$ cat src/rtl/issue_pkg.sv
// Shared definitions for the in-order issue queue.
// Holds functional-unit codes, default parameter values and the per-entry
// control flag struct. Register addresses and the payload are stored in
// separately sized arrays, because their widths follow module parameters.
package issue_pkg;

    // Functional unit codes carried on id_fu / iss_fu
    typedef enum logic [1:0] {
        FU_ALUMISC = 2'd0,
        FU_MEM     = 2'd1,
        FU_MUL     = 2'd2,
        FU_NONE    = 2'd3
    } fu_e;

    localparam int unsigned DEFAULT_DEPTH     = 4;
    localparam int unsigned DEFAULT_NUM_REGS  = 32;
    localparam int unsigned DEFAULT_NUM_FU    = 3;
    localparam int unsigned DEFAULT_PAYLOAD_W = 96;

    // Per-entry control flags; these have the same width in every configuration
    typedef struct packed {
        logic       usea;
        logic       useb;
        logic       writereg;
        logic [1:0] fu;
    } iq_ctrl_t;

endpackage

$ cat src/rtl/issue_scoreboard.sv
// Register pending-write scoreboard.
// Ports: clock/reset (async, active low); set_valid/set_addr marks a register
// as pending; clr_valid/clr_addr clears it on writeback (set wins on a
// collision); addr_a/addr_b/addr_d are looked up and hit_*_c report
// combinationally whether each is pending. Register 0 is never pending.
// Build option: ISSUE_WB_BYPASS_EN lets a same-cycle writeback hide the hit.
module issue_scoreboard
    import issue_pkg::*;
#(
    parameter  int unsigned NUM_REGS = DEFAULT_NUM_REGS,
    localparam int unsigned REG_W    = $clog2(NUM_REGS)
) (
    input  logic             clock,
    input  logic             reset,
    input  logic             set_valid,
    input  logic [REG_W-1:0] set_addr,
    input  logic             clr_valid,
    input  logic [REG_W-1:0] clr_addr,
    input  logic [REG_W-1:0] addr_a,
    input  logic [REG_W-1:0] addr_b,
    input  logic [REG_W-1:0] addr_d,
    output logic             hit_a_c,
    output logic             hit_b_c,
    output logic             hit_d_c
);

    logic [NUM_REGS-1:0] pending;
    logic [NUM_REGS-1:0] pending_nxt;

    // Clear first so that a same-edge set of the same register takes priority
    always_comb begin
        pending_nxt = pending;
        if (clr_valid) begin
            pending_nxt[clr_addr] = 1'b0;
        end
        if (set_valid && (set_addr != '0)) begin
            pending_nxt[set_addr] = 1'b1;
        end
        pending_nxt[0] = 1'b0;
    end

    always_ff @(posedge clock or negedge reset) begin
        if (!reset) begin
            pending <= '0;
        end else begin
            pending <= pending_nxt;
        end
    end

    // Lookups
    always_comb begin
        hit_a_c = pending[addr_a];
        hit_b_c = pending[addr_b];
        hit_d_c = pending[addr_d];
`ifdef ISSUE_WB_BYPASS_EN
        // A writeback landing this cycle already resolves the hazard
        if (clr_valid && (clr_addr == addr_a)) hit_a_c = 1'b0;
        if (clr_valid && (clr_addr == addr_b)) hit_b_c = 1'b0;
        if (clr_valid && (clr_addr == addr_d)) hit_d_c = 1'b0;
`else
`endif
    end

endmodule

$ cat src/rtl/issue_queue.sv
// In-order issue queue: a FIFO of decoded instructions whose head issues once
// its sources and its destination are free of pending writes and its target
// functional unit is ready.
// Ports: clock, reset (async, active low); id_* decode handshake and fields;
// fu_ready per-unit availability; wb_valid/wb_addr writeback; flush drops all
// queued entries; iss_* registered one-cycle issue pulse; iss_stall
// (combinational) head blocked; count occupancy.
// Build option: ISSUE_WB_BYPASS_EN (same-cycle writeback wakeup).
module issue_queue
    import issue_pkg::*;
#(
    parameter  int unsigned DEPTH     = DEFAULT_DEPTH,
    parameter  int unsigned NUM_REGS  = DEFAULT_NUM_REGS,
    parameter  int unsigned NUM_FU    = DEFAULT_NUM_FU,
    parameter  int unsigned PAYLOAD_W = DEFAULT_PAYLOAD_W,
    localparam int unsigned REG_W     = $clog2(NUM_REGS),
    localparam int unsigned IDX_W     = $clog2(DEPTH),
    localparam int unsigned PTR_W     = IDX_W + 1
) (
    input  logic                 clock,
    input  logic                 reset,
    input  logic                 id_valid,
    output logic                 id_ready,
    input  logic [REG_W-1:0]     id_addra,
    input  logic [REG_W-1:0]     id_addrb,
    input  logic                 id_usea,
    input  logic                 id_useb,
    input  logic [REG_W-1:0]     id_regdest,
    input  logic                 id_writereg,
    input  logic [1:0]           id_fu,
    input  logic [PAYLOAD_W-1:0] id_payload,
    input  logic [NUM_FU-1:0]    fu_ready,
    input  logic                 wb_valid,
    input  logic [REG_W-1:0]     wb_addr,
    input  logic                 flush,
    output logic                 iss_valid,
    output logic [1:0]           iss_fu,
    output logic [REG_W-1:0]     iss_regdest,
    output logic [PAYLOAD_W-1:0] iss_payload,
    output logic                 iss_stall,
    output logic [PTR_W-1:0]     count
);

    iq_ctrl_t             ctrl_mem    [DEPTH];
    logic [REG_W-1:0]     addra_mem   [DEPTH];
    logic [REG_W-1:0]     addrb_mem   [DEPTH];
    logic [REG_W-1:0]     dest_mem    [DEPTH];
    logic [PAYLOAD_W-1:0] payload_mem [DEPTH];

    logic [PTR_W-1:0] wr_ptr;
    logic [PTR_W-1:0] rd_ptr;
    logic [IDX_W-1:0] wr_idx;
    logic [IDX_W-1:0] rd_idx;
    logic             empty;
    logic             full;
    logic             do_accept;
    logic             do_issue;
    logic             can_issue;
    logic             fu_ok;
    logic             hit_a;
    logic             hit_b;
    logic             hit_d;
    iq_ctrl_t         head_ctrl;

    assign wr_idx = wr_ptr[IDX_W-1:0];
    assign rd_idx = rd_ptr[IDX_W-1:0];

    // Extra pointer MSB distinguishes full from empty when the indices match
    assign empty = (wr_ptr == rd_ptr);
    assign full  = (wr_ptr[PTR_W-1] != rd_ptr[PTR_W-1]) && (wr_idx == rd_idx);

    // Readiness depends only on occupancy, not on a same-cycle issue
    assign id_ready  = !full;
    assign do_accept = id_valid && !full && !flush;

    assign head_ctrl = ctrl_mem[rd_idx];

    // Codes without a matching unit bypass the readiness check
    always_comb begin
        fu_ok = 1'b1;
        for (int i = 0; i < int'(NUM_FU); i++) begin
            if (head_ctrl.fu == 2'(i)) begin
                fu_ok = fu_ready[i];
            end
        end
    end

    issue_scoreboard #(
        .NUM_REGS (NUM_REGS)
    ) u_sb (
        .clock     (clock),
        .reset     (reset),
        .set_valid (do_issue && head_ctrl.writereg),
        .set_addr  (dest_mem[rd_idx]),
        .clr_valid (wb_valid),
        .clr_addr  (wb_addr),
        .addr_a    (addra_mem[rd_idx]),
        .addr_b    (addrb_mem[rd_idx]),
        .addr_d    (dest_mem[rd_idx]),
        .hit_a_c   (hit_a),
        .hit_b_c   (hit_b),
        .hit_d_c   (hit_d)
    );

    // Head issue decision: RAW on used sources, WAW on written destination
    assign can_issue = !empty
                     && !(head_ctrl.usea && hit_a)
                     && !(head_ctrl.useb && hit_b)
                     && !(head_ctrl.writereg && hit_d)
                     && fu_ok;
    assign do_issue  = can_issue && !flush;
    assign iss_stall = !empty && !can_issue;

    // Entry storage; contents are qualified by the pointers, so no reset
    always_ff @(posedge clock) begin
        if (do_accept) begin
            ctrl_mem[wr_idx]    <= '{usea: id_usea, useb: id_useb,
                                     writereg: id_writereg, fu: id_fu};
            addra_mem[wr_idx]   <= id_addra;
            addrb_mem[wr_idx]   <= id_addrb;
            dest_mem[wr_idx]    <= id_regdest;
            payload_mem[wr_idx] <= id_payload;
        end
    end

    // Pointers, occupancy and the registered issue port
    always_ff @(posedge clock or negedge reset) begin
        if (!reset) begin
            wr_ptr      <= '0;
            rd_ptr      <= '0;
            count       <= '0;
            iss_valid   <= 1'b0;
            iss_fu      <= 2'(FU_NONE);
            iss_regdest <= '0;
            iss_payload <= '0;
        end else begin
            iss_valid <= do_issue;
            if (do_issue) begin
                iss_fu      <= head_ctrl.fu;
                iss_regdest <= dest_mem[rd_idx];
                iss_payload <= payload_mem[rd_idx];
                rd_ptr      <= rd_ptr + PTR_W'(1);
            end
            if (flush) begin
                wr_ptr <= rd_ptr;
                count  <= '0;
            end else begin
                if (do_accept) begin
                    wr_ptr <= wr_ptr + PTR_W'(1);
                end
                if (do_accept && !do_issue) begin
                    count <= count + PTR_W'(1);
                end else if (!do_accept && do_issue) begin
                    count <= count - PTR_W'(1);
                end
            end
        end
    end

endmodule

$ cat config.mk
export PLATFORM = sky130hd
export DESIGN_NAME = issue_queue
export DESIGN_NICKNAME = d
export VERILOG_FILES = /design/src/rtl/issue_pkg.sv /design/src/rtl/issue_scoreboard.sv /design/src/rtl/issue_queue.sv
export SDC_FILE = /design/constraint.sdc
export NUM_CORES = 1
export LEC_CHECK = 0
export CELL_PAD_IN_SITES_DETAIL_PLACEMENT = 0
export CELL_PAD_IN_SITES_GLOBAL_PLACEMENT = 1
export CORE_ASPECT_RATIO = 0.75
export CORE_MARGIN = 3
export CORE_UTILIZATION = 50
export CTS_BUF_LIST = sky130_fd_sc_hd__clkbuf_4
export DETAILED_ROUTE_END_ITERATION = 12
export PLACE_DENSITY_LB_ADDON = 0.1
export SLEW_MARGIN = 20
export SYNTH_ARGS = -nofsm -noshare
export SYNTH_HDL_FRONTEND = slang
export SYNTH_SLANG_ARGS = --single-unit
$ cat constraint.sdc
create_clock -name clock -period 13.5 [get_ports clock]
set_input_delay 2.7 -clock clock [delete_from_list [all_inputs] [get_ports clock]]
set_output_delay 2.7 -clock clock [all_outputs]
set_load 0.05 [all_outputs]
# After elaboration in Yosys (flattened, before gate mapping)
# Memory sizes are Yosys's and may differ from the RTL's. A register that Yosys moved wholly into a read port is not among the register bits.
# Index checks and enable logic that the tools add are counted.
op_classes:
  n_addsub: 4
  mul: 0
  n_div: 0
  magnitude_cmp: 6
  n_eq_ne: 5
  n_shift: 0
  n_mux: 22
  n_bitwise: 3
  n_reduce_logical: 32
ops:
  columns: ["op", "count"]
  rows:
  - ["$mux 32", 2]
  - ["$and 32x32->32", 1]
  - ["$not 32->32", 1]
  - ["$or 32x32->32", 1]
  - ["$lt 5x6->1 const B", 4]
  - ["$logic_and 1x1->1", 18]
  - ["$bmux 1 s5", 3]
  - ["$mux 3", 5]
  - ["$demux 1 s5", 2]
  - ["$ge 5x1->1 const B", 2]
  - ["$logic_not 1->1", 10]
  - ["$mux 1", 10]
  - ["$add 3x1->3 const B", 3]
  - ["$reduce_bool 5->1", 1]
  - ["$eq 3x3->1", 1]
  - ["$reduce_bool 3->1", 1]
  - ["$sub 3x1->3 const B", 1]
  - ["$eq 2x1->1 const B", 1]
  - ["$eq 2x2->1", 1]
  - ["$eq 2x2->1 const B", 1]
  - ["$logic_not 2->1", 1]
  - ["$reduce_bool 2->1", 1]
  - ["$ne 1x1->1", 1]
totals:
  reg_bits: 48
  latch_bits: 0
  ram_bits: 464
  rom_bits: 0
  word_cells: 84
  mem_count: 5
mem_list:
  columns: ["name", "depth", "word_bits", "read_ports", "rd_clocked_by_memory_dff", "wr", "line_no", "text"]
  rows:
  - ["payload_mem", 4, 96, 1, 1, 1, "issue_queue.sv:48", "logic [PAYLOAD_W-1:0] payload_mem [DEPTH];"]
  - ["addra_mem", 4, 5, 1, 0, 1, "issue_queue.sv:45", "logic [REG_W-1:0] addra_mem [DEPTH];"]
  - ["addrb_mem", 4, 5, 1, 0, 1, "issue_queue.sv:46", "logic [REG_W-1:0] addrb_mem [DEPTH];"]
  - ["ctrl_mem", 4, 5, 1, 0, 1, "issue_queue.sv:44", "iq_ctrl_t ctrl_mem [DEPTH];"]
  - ["dest_mem", 4, 5, 1, 0, 1, "issue_queue.sv:47", "logic [REG_W-1:0] dest_mem [DEPTH];"]

# Logic depth before layout (Yosys ltp)
# An unclocked memory read counts as a cell.
depth:
  depth_word: 14
  mapped_depth: 14
  depth_no_buf: 11

# Modules after synthesis
# From an unflattened synthesis, not the netlist that was laid out.
hier_totals:
  hier_cells: 1139
  area_unflattened_um2: 23551.3
by_module_without_submodules:
  columns: ["mod", "n_inst", "cells_each", "area_each_um2"]
  rows:
  - ["issue_queue", 1, 910, 21376.8]
  - ["issue_scoreboard", 1, 229, 2174.6]

# Worst setup path after synthesis
# Ideal clock, no wire load.
synth_timing:
  kind: "input-to-output"
  startpoint: "input fu_ready[1]"
  endpoint: "output iss_stall"
  arrival_time_ns: 3.795
  slack_ns: 7.005
  path_stages: 5
  n_path_buf: 0
  cell_sequence: "o21ai_0 -> o21ai_0 -> nand4b_1 -> nor4_4 -> nor2_1"
synth_via:
  elab_chain_cells: 5
synth_rtl:
  columns: ["item", "line_no", "text"]
  rows:
  - ["from (decl)", "issue_queue.sv:32", "input logic [NUM_FU-1:0] fu_ready,"]
  - ["$mux 1 (2 in a row)", "issue_queue.sv:82", "if (head_ctrl.fu == 2'(i)) begin"]
  - ["$logic_and 1x1->1", "issue_queue.sv:110", "&& fu_ok;"]
  - ["$logic_not 1->1", "issue_queue.sv:112", "assign iss_stall = !empty && !can_issue;"]
  - ["$logic_and 1x1->1", "issue_queue.sv:112", null]
  - ["to (decl)", "issue_queue.sv:40", "output logic iss_stall,"]
# Every way passes these cells.

# Worst setup path in the final report
layout_timing:
  startpoint: "register rd_ptr[1]"
  endpoint: "output iss_stall"
layout_via:
  elab_chain_cells: 11
  word_cells_on_any_way: 30
layout_rtl:
  columns: ["item", "line_no", "text"]
  rows:
  - ["from (decl)", "issue_queue.sv:51", "logic [PTR_W-1:0] rd_ptr;"]
  - ["from (signal assigned)", "issue_queue.sv:142", "rd_ptr <= rd_ptr + PTR_W'(1);"]
  - ["$mem_v2 4x5", null, null]
  - ["$bmux 1 s5", "issue_scoreboard.sv:52", "hit_a_c = pending[addr_a];"]
  - ["$mux 1 (implied by the code)", "issue_scoreboard.sv:52", null]
  - ["$logic_and 1x1->1", "issue_queue.sv:107", "&& !(head_ctrl.usea && hit_a)"]
  - ["$logic_not 1->1", "issue_queue.sv:107", null]
  - ["$logic_and 1x1->1", "issue_queue.sv:107", null]
  - ["$logic_and 1x1->1", "issue_queue.sv:108", "&& !(head_ctrl.useb && hit_b)"]
  - ["$logic_and 1x1->1", "issue_queue.sv:109", "&& !(head_ctrl.writereg && hit_d)"]
  - ["$logic_and 1x1->1", "issue_queue.sv:110", null]
  - ["$logic_not 1->1", "issue_queue.sv:112", null]
  - ["$logic_and 1x1->1 (*)", "issue_queue.sv:112", null]
# Mark *: on every way between the ends. The rest lies on a longest branch, timed or not. The select of a mux whose other input is x is not followed.

==> results.py <==
metrics = {
    "logic_synthesis": {
        "synth_area_per_cell_um2": 21.0,
        "syn_area_mm2": 0.0239,
        "synth_enable_flop_cells": 464,
        "synth_common_cells": "464 x edfxtp_1, 142 x dfrtp_1, 116 x mux4_2",
        "ys_seq_area_share_pct": 73.4,
        "netlist_instances": 1137,
        "syn-num-nets": 1272,
        "ys_seq_elements": 608,
        "synth_top_area_cell": "edfxtp_1",
        "ys_warn_count": 0,
        "async_flop_share_pct": 23.7,
        "synth_most_common_cell": "edfxtp_1",
        "yosysTopAreaCellShare_pct": 58.3,
        "synth_cell_types": 47,
        "synthTopCellsByArea": "edfxtp_1 58%, dfrtp_1 15%, mux4_2 11%, mux2_4 6.1%, mux2i_1 2.4%",
        "ys.flop_type": "edfxtp_1",
    },
    "timing": {
        "finalCriticalPeriod_ps": 8130,
        "setup_viol": 0,
        "period_share_pct": 60.2,
        "relSlewSlack_pct": 31.8,
        "hold_slack_ps": 509,
        "fin_setup_tns_ps": 0,
        "rsz0062_at_grt": "false",
        "hold_viol": 0,
        "worst_slack_ps": 5370,
        "finClkSkew_ps": 41.8,
        "fmax_mhz": 123,
        "slew_violations": 0,
        "tightest_slew_ps": 1020,
    },
    "clocking": {
        "cts_hold_buf": 0,
        "cts_post_setup_buffers_inserted": 0,
        "clk_transition_reported_paths_ps": 60,
        "clock-root-buffer": "clkbuf_4",
        "clkLatencyLatePin_ps": 830,
        "cts_buffer_depth": 3,
        "post_cts_resized": 0,
        "cts_tree": "built",
        "clkSinkCount": 608,
        "cts-buffers-inserted": 148,
        "cts_htree_levels": 4,
    },
    "critical_path": {
        "path_cells": "buf_4 -> mux4_2 -> mux2_2 -> a221o_1 -> o211ai_1 -> nor4_1 -> nor4_4 -> nor2_1 -> clkdlybuf4s50_1",
        "path_class": "flip-flop to output port",
        "worst_setup_path_start_kind": "flip-flop",
        "crit_required_ps": 10800,
        "rrSetupSlack_ps": 7220,
        "crit_slowest_cell": "dfrtp_4",
        "slowest_delay_ps": 860,
        "arrival_ps": 5430,
        "cp_max_fo": 45,
        "crit_path_end_kind": "output port",
    },
    "grt": {
        "grt_overflow": 0,
        "use_met2_pct": 32.1,
        "antenna_found_initial": 7,
        "met3_usage_pct": 6.96,
        "grt_pass1_vias": 13000,
        "grt_usage_pct": 20.5,
        "grt_pass1_wl_um": 77600,
        "met1_usage_pct": 27.7,
        "grt_max_degree": 101,
        "busiest_layer": "met2",
    },
    "power_and_ir_drop": {
        "p_switching_mw": 2.54,
        "p_int_mw": 4.57,
        "total_power_mw": 7.11,
        "pwr-share-clk_pct": 21.7,
        "p_seq_share_pct": 37.7,
        "p_leak_nw": 10.6,
        "ir_drop_mv": 0.151,
        "combPwrFrac_pct": 40.5,
        "switching_share_pct": 35.7,
        "power_density_mw_per_mm2": 246,
    },
    "placed_design": {
        "place_hpwl_um": 29000,
        "routabilityCongestion": 0.822,
        "dpl_cell_area_mm2": 0.0269,
        "portBuffers": 237,
        "post-place-cells": 1964,
        "dp_slack_ps": 5500,
    },
    "drt": {
        "wl_per_cell_um": 22.5,
        "drt_iter0_drc": 839,
        "via_per_inst": 5.40,
        "drtAntennaViolNets": 0,
        "firstDrtPassIters": 5,
        "vias": 12100,
        "drc": 0,
        "totalWireLength_um": 50300,
    },
    "die": {
        "fp.coreArea_mm2": 0.0466,
        "initial_core_util_pct": 51.2,
        "die_area_mm2": 0.0505,
        "chipHeight_um": 195,
        "io_pins": 238,
        "die_x_um": 258,
        "row_count": 68,
    },
    "cells_and_area": {
        "final_area_mm2": 0.0289,
        "post-route-util_pct": 61.9,
        "instances_no_fill": 2239,
        "drive_above_1_share_pct": 31.0,
        "final_net_count": 1620,
        "area_delta_synth_final_pct": 20.9,
    },
    "status": {
        "status": "finished clean",
    },
    "job": {
        "drv_cap": 0,
    },
    "hold_path": {
        "hold_path.class": "flip-flop to flip-flop",
    },
}
## power by group through the flow
stage	clock network, mW	registers (mW)	logic (mW)
floorplan	0	3.19	1.64
global placement	0	2.71	2.88
detailed placement	0	2.72	2.91
CTS	1.60	2.69	2.91
global route	1.71	2.73	3.05
finish	1.55	2.68	2.88
## cells by family (layout without fill, tap and decap cells)
kind of cell	count (synthesis)	after routing	share of synthesized area [%]
buffers and inverters	61	529	1.49
AND/OR/NAND/NOR	84	84	2.03
other	0	4	0
flip-flops	608	608	73.4
AO/OA/AOI/OAI	87	87	2.37
multiplexers	283	283	20.0
XOR/XNOR	8	8	0.293
adder cells (fa/ha/maj)	6	6	0.346
## routing by layer
layer | part of all wire, % | vias up
li1 | - | 5433
met1 | 43 | 6258
met4 | 1.6 | 10
met2 | 49 | 320
met5 | 0.14 | -
met3 | 6.4 | 73
## area by class of cell
class	instances	area [um^2]
Sequential cell	608	17500
Tap cell	630	788
Timing Repair Buffer	250	2500
Fill cell	3487	17800
Antenna cell	4	10.0
Multi-Input combinational cell	468	6010
Clock inverter	35	219
Clock buffer	235	1760
Inverter	9	33.8
## sequential cells by signal (all words and copies together), names as in the netlist, 5 cells and up
name	cells
u_sb.pending	31
dest_mem	20
payload_mem	384
iss_payload	96
iss_regdest	5
addrb_mem	20
ctrl_mem	20
addra_mem	20
## layout by cell type (no fill, tap or decap), types with 2 or more instances in the layout
master and count:
a211oi_1 3, a221o_1 2, a22oi_1 2, a31oi_1 2, and2_1 2, and2_4 4, buf_4 11, bufinv_16 3
clkbuf_4 235, clkdlybuf4s50_1 236, clkinv_1 26, clkinvlp_4 2, dfrtp_1 140, dfrtp_4 2, dfstp_2 2, diode_2 4
edfxtp_1 464, ha_1 5, inv_1 9, inv_2 3, mux2_2 13, mux2_4 97, mux2i_1 57, mux4_2 116
nand2_1 15, nand2b_1 4, nand3_1 14, nand3b_1 8, nor2_1 13, nor2b_1 9, o211ai_1 5, o21ai_0 36
o22ai_1 3, o31ai_1 31, or3b_2 3, xnor2_1 6, xor2_1 2
## critical path: cells and delay by family, from the launching register on
family                 cells  cell delay (ps)
AO/OA/AOI/OAI              2              380
buffers and inverters      2             1440
flip-flops                 1              860
multiplexers               2             1110
AND/OR/NAND/NOR            3              830
## path summary, 6_finish.rpt
path	startpoint	end	depth (start not counted)
worst max register to register	rd_ptr[1]$_DFFE_PN0P_	iss_payload[36]$_DFFE_PN0P_	12
worst min register to register	iss_payload[91]$_DFFE_PN0P_	iss_payload[91]$_DFFE_PN0P_	1
max in group asynchronous	reset	rd_ptr[1]$_DFFE_PN0P_	2
min in group asynchronous	reset	iss_payload[41]$_DFFE_PN0P_	1
worst min-delay path	iss_payload[91]$_DFFE_PN0P_	iss_payload[91]$_DFFE_PN0P_	1
worst max-delay path	rd_ptr[1]$_DFFE_PN0P_	iss_stall	9
(Power assumes the default switching activity.)
